**config.mk**
```make
export PLATFORM = sky130hd
export DESIGN_NAME = decision_arbiter
export DESIGN_NICKNAME = d
export VERILOG_FILES = /design/src/rtl/decision_pkg.sv /design/src/rtl/decision_pick.sv /design/src/rtl/decision_arbiter.sv
export SDC_FILE = /design/constraint.sdc
export NUM_CORES = 1
export LEC_CHECK = 0
export CELL_PAD_IN_SITES_DETAIL_PLACEMENT = 1
export CELL_PAD_IN_SITES_GLOBAL_PLACEMENT = 1
export CORE_MARGIN = 5
export CORE_UTILIZATION = 29
export DETAILED_ROUTE_END_ITERATION = 10
export DONT_BUFFER_PORTS = 1
export PLACE_DENSITY_LB_ADDON = 0.1
export SKIP_CTS_REPAIR_TIMING = 1
export SYNTH_ARGS = -nofsm -noshare
export SYNTH_HDL_FRONTEND = slang
export SYNTH_HIERARCHICAL = 1
export SYNTH_SLANG_ARGS = --single-unit
```
**constraint.sdc**
```tcl
create_clock -name clk -period 5.15 [get_ports clk]
set_clock_uncertainty 0.15 [all_clocks]
set_input_delay 0.7725 -clock clk [delete_from_list [all_inputs] [get_ports clk]]
set_output_delay 0.7725 -clock clk [all_outputs]
set_load 0.05 [all_outputs]
```
**src/rtl/decision_pkg.sv**
```systemverilog
// Shared constants and FSM state type for the decision-unit arbiter.
package decision_pkg;
   localparam int N_REQ = 4;
   localparam int IDX_W = 2;

   typedef enum logic [1:0] {IDLE, BUSY, GAP} arb_state_e;
endpackage

```
**src/rtl/decision_pick.sv**
```systemverilog
// Combinational winner search over req starting at a given index.
// DECISION_ARB_RR_EN: search ascends from start (round-robin); otherwise it descends from start.
module decision_pick
   import decision_pkg::*;
(
   input  logic [N_REQ-1:0] req,
   input  logic [IDX_W-1:0] start,
   output logic [IDX_W-1:0] win,
   output logic             found
);

   logic [IDX_W-1:0] idx;

   // Scan farthest candidate first so the closest one to start overwrites it.
   always_comb begin
      win   = '0;
      found = 1'b0;
      idx   = '0;
      for (int k = N_REQ - 1; k >= 0; k--) begin
`ifdef DECISION_ARB_RR_EN
         idx = start + IDX_W'(k);
`else
         idx = start - IDX_W'(k);
`endif
         if (req[idx]) begin
            win   = idx;
            found = 1'b1;
         end
      end
   end

endmodule

```
**src/rtl/decision_arbiter.sv**
```systemverilog
// Four-way arbiter for the shared decision unit: grant, bounded hold, one-cycle gap.
// DECISION_ARB_RR_EN selects round-robin; default build is fixed priority (req[3] highest).
module decision_arbiter
   import decision_pkg::*;
#(
   parameter int MAX_HOLD = 8
) (
   input  logic             clk,
   input  logic             rst_n,
   input  logic [N_REQ-1:0] req,
   output logic [N_REQ-1:0] gnt,
   output logic [IDX_W-1:0] gnt_idx,
   output logic             gnt_valid,
   output logic             timeout
);

   localparam int               CNT_W   = $clog2(MAX_HOLD + 1);
   localparam logic [CNT_W-1:0] CNT_LIM = CNT_W'(MAX_HOLD - 1);
   localparam logic [CNT_W-1:0] CNT_MAX = '1;

   arb_state_e       state, state_nxt;
   logic [CNT_W-1:0] cnt, cnt_nxt;
   logic [N_REQ-1:0] gnt_nxt;
   logic [IDX_W-1:0] idx_nxt;
   logic             vld_nxt;
   logic             to_nxt;
   logic [IDX_W-1:0] start;
   logic [IDX_W-1:0] win;
   logic             found;

`ifdef DECISION_ARB_RR_EN
   logic [IDX_W-1:0] ptr, ptr_nxt;
   assign start = ptr + IDX_W'(1);
`else
   assign start = IDX_W'(N_REQ - 1);
`endif

   decision_pick u_pick (
      .req   (req),
      .start (start),
      .win   (win),
      .found (found)
   );

   always_ff @(posedge clk or negedge rst_n) begin
      if (!rst_n) begin
         state     <= IDLE;
         cnt       <= '0;
         gnt       <= '0;
         gnt_idx   <= '0;
         gnt_valid <= 1'b0;
         timeout   <= 1'b0;
`ifdef DECISION_ARB_RR_EN
         ptr       <= IDX_W'(N_REQ - 1);
`endif
      end else begin
         state     <= state_nxt;
         cnt       <= cnt_nxt;
         gnt       <= gnt_nxt;
         gnt_idx   <= idx_nxt;
         gnt_valid <= vld_nxt;
         timeout   <= to_nxt;
`ifdef DECISION_ARB_RR_EN
         ptr       <= ptr_nxt;
`endif
      end
   end

   always_comb begin
      state_nxt = state;
      cnt_nxt   = cnt;
      gnt_nxt   = gnt;
      idx_nxt   = gnt_idx;
      vld_nxt   = gnt_valid;
      to_nxt    = 1'b0;
`ifdef DECISION_ARB_RR_EN
      ptr_nxt   = ptr;
`endif
      case (state)
         IDLE: begin
            if (found) begin
               state_nxt = BUSY;
               gnt_nxt   = N_REQ'(1) << win;
               idx_nxt   = win;
               vld_nxt   = 1'b1;
               cnt_nxt   = '0;
`ifdef DECISION_ARB_RR_EN
               ptr_nxt   = win;
`endif
            end
         end
         BUSY: begin
            // A release with the owner still requesting can only be the forced one.
            if (!req[gnt_idx] || cnt == CNT_LIM) begin
               state_nxt = GAP;
               gnt_nxt   = '0;
               idx_nxt   = '0;
               vld_nxt   = 1'b0;
               cnt_nxt   = '0;
               to_nxt    = req[gnt_idx];
            end else if (cnt != CNT_MAX) begin
               cnt_nxt = cnt + CNT_W'(1);
            end
         end
         GAP:     state_nxt = IDLE;
         default: state_nxt = IDLE;
      endcase
   end

endmodule
```
==> impl_results.md <==
* Run status: finished, final reports clean
* Placed inst area at 792.0 µm²
* IO Count at 14
* P_leak at 0.0003813 µW
* Die area at 3613 µm²
* Final ANT Viol Nets at 0
* Port bufs at 0
* Clk pin slew, worst setup/hold paths at 0.08 ns
* Number of global-route vias before repair at 569
* CTS tree: done
* Core Area at 2432 µm²
* Slew headroom at 0.4539
* Endpoints failing setup at 0
* Syn Area/Cell at 10.55 µm²
* Die W at 60.11 µm
* WL final at 1.571 mm
* Ant diodes at 0
* Largest net degree at the start of global routing at 15
* Ranking of synthesized cells by area: dfrtp_1, nand2_1, nor2_1
* Main synth FF type: dfrtp_1
* Fmax at 471.2 MHz
* RSZ-0062 raised after global routing: no
* Worst skew pair latency at 0.28 ns
* Initial antenna violation count at 0
* Synthesis-stage register bit count at 14
* Power Total at 492.7 µW
* Post-layout util at 0.3447
* Fillers at 283
* Yosys cell types at 34
* Worst r2r path cells at 3
* Layout cell share with drive strength beyond 1 at 0.1481
* Num CTS Buffers at 3
* Gr usage total at 0.1026
* Critical path required time at 5.18 ns
* Mapped cell area at 728.2 µm²
* Worst setup SP type: flip-flop
* Max_cap viols at 0
* Top cell type by total area after synthesis: dfrtp_1
* Ys Warns at 6
* Vias/cell at 4.919
* Area delta synth->final at 15.12%
* Cells after Synth at 69
* Initial Util at 0.2994
* Placer Congestion at 0.7555
* Area share of the largest cell type after synthesis at 0.4811
* Final Hold Viols at 0
* Slew @ Worst Pin at 0.8174 ns
* HPWL after DPL at 1.232 mm
* Fin crit share at 0.4121
* Power density over the cells at 587.7 nW/µm²
* DP Cell Count at 106
* Non-filler cells in the finished layout at 111
* Die height at 60.11 µm
* Residual DRC count at 0
* Post-synth EDFFs at 0
* Vias after detailed routing at 546
* Final Max Slew Viols at 0
* GRT overflow at 0
* Clk buf depth at 2
* H-tree depth at 1
* Drt pass-1 iters at 4
* Clock tree root buffer cell: clkbuf_4
* Sink Count at 14
* Clock period minus worst slack at 2.122 ns
* CP endpoint kind: flip-flop
* Ys async rst share at 1.000
* Critical-path maximum fanout at 7
* Register area share after synthesis at 0.4811
* Hold WC Path Type: in -> async
* Arr. time, crit path at 2.15 ns
* Setup tns final at 0 ns
* Site row count at 18
* First-pass GRT wire length at 2.670 mm
* Setup CP Type: reg -> reg
* Iter 0 DRT Violations at 5
* Peak VDD IR at 0.2523 mV
* DR WL/cell at 14.15 µm
* Final instance area at 838.3 µm²
* Nets at 89
==> power by group <==
group	internal (µW)	switching [µW]	total (µW)
clock network	43.0	34.5	77.6
registers	147	123	270
logic	65.4	79.6	145
==> synthesized netlist by cell type (all sizes together), types with 2 or more instances <==
cell	number
nand2b	2
dfrtp	14
o2bb2ai	2
nor2	7
o21ai	2
nand2	7
a22o	3
nand4	2
inv	5
a21oi	4
==> registers in the layout (all words and copies together), names as in the netlist <==
name,cells
gnt_valid,1
timeout,1
gnt_idx,2
cnt,4
gnt,4
state,2
==> area by class of cell <==
| cell class | count | area [µm²] | area share |
|---|---|---|---|
| multi-input combinational | 57 | 385.4 | 0.4597 |
| sequential | 14 | 350.3 | 0.4179 |
| tap | 30 | 37.54 | 0.04478 |
| clock buffer | 4 | 36.28 | 0.04328 |
| inverter | 5 | 18.77 | 0.02239 |
| timing repair buffer | 1 | 10.01 | 0.01194 |
==> per-stage QoR <==
step                      setup slack (ns)  hold slack, ns
after floorplan                      3.101          0.3269
after global placement               3.052          0.3273
after detailed placement             3.029          0.3273
after CTS                            3.007         0.01149
after global routing                 2.951        0.008758
final                                3.028         0.03370
==> cell families after synthesis <==
family          synth area share
buf+inv                  0.02578
fa+ha+maj                0.01718
mux                      0.06528
compound gates            0.2234
other cells             0.005150
simple gates              0.1822
flops                     0.4811
==> metal layers <==
metal / track usage / part of all wire
met4: 0.04747 / 0.018
met5: 0 / 0
met1: 0.1207 / 0.47
met2: 0.1528 / 0.44
met3: 0.05400 / 0.067
==> path summary, 6_finish.rpt <==
| check | to | slack, ns | from |
|---|---|---|---|
| hold reg to reg | cnt[1] | 0.42 | cnt[1] |
| hold / removal | gnt_valid | 0.03 | rst_n |
| setup reg to reg | gnt[0] | 3.03 | gnt_idx[0] |
| max in group asynchronous | timeout | 3.92 | rst_n |
| setup / recovery | gnt[0] | 3.03 | gnt_idx[0] |
| min in group clk | cnt[1] | 0.42 | cnt[1] |
==> cell usage in the layout (no fill, tap or decap), types with 2 or more instances in the layout <==
cell       instances
o2bb2ai_1          2
conb_1             8
nor2_1             7
clkbuf_4           3
nand4_1            2
dfrtp_1           14
inv_1              5
a22o_2             2
a21oi_1            4
nand2_1            7
==> worst max-delay path, stage by stage, from the launching register on <==
cell and delay, ns:
dfrtp_1 0.69, mux4_2 0.66, a31o_4 0.29, a22o_1 0.23
Note: power is estimated with default switching activity, not from simulation.
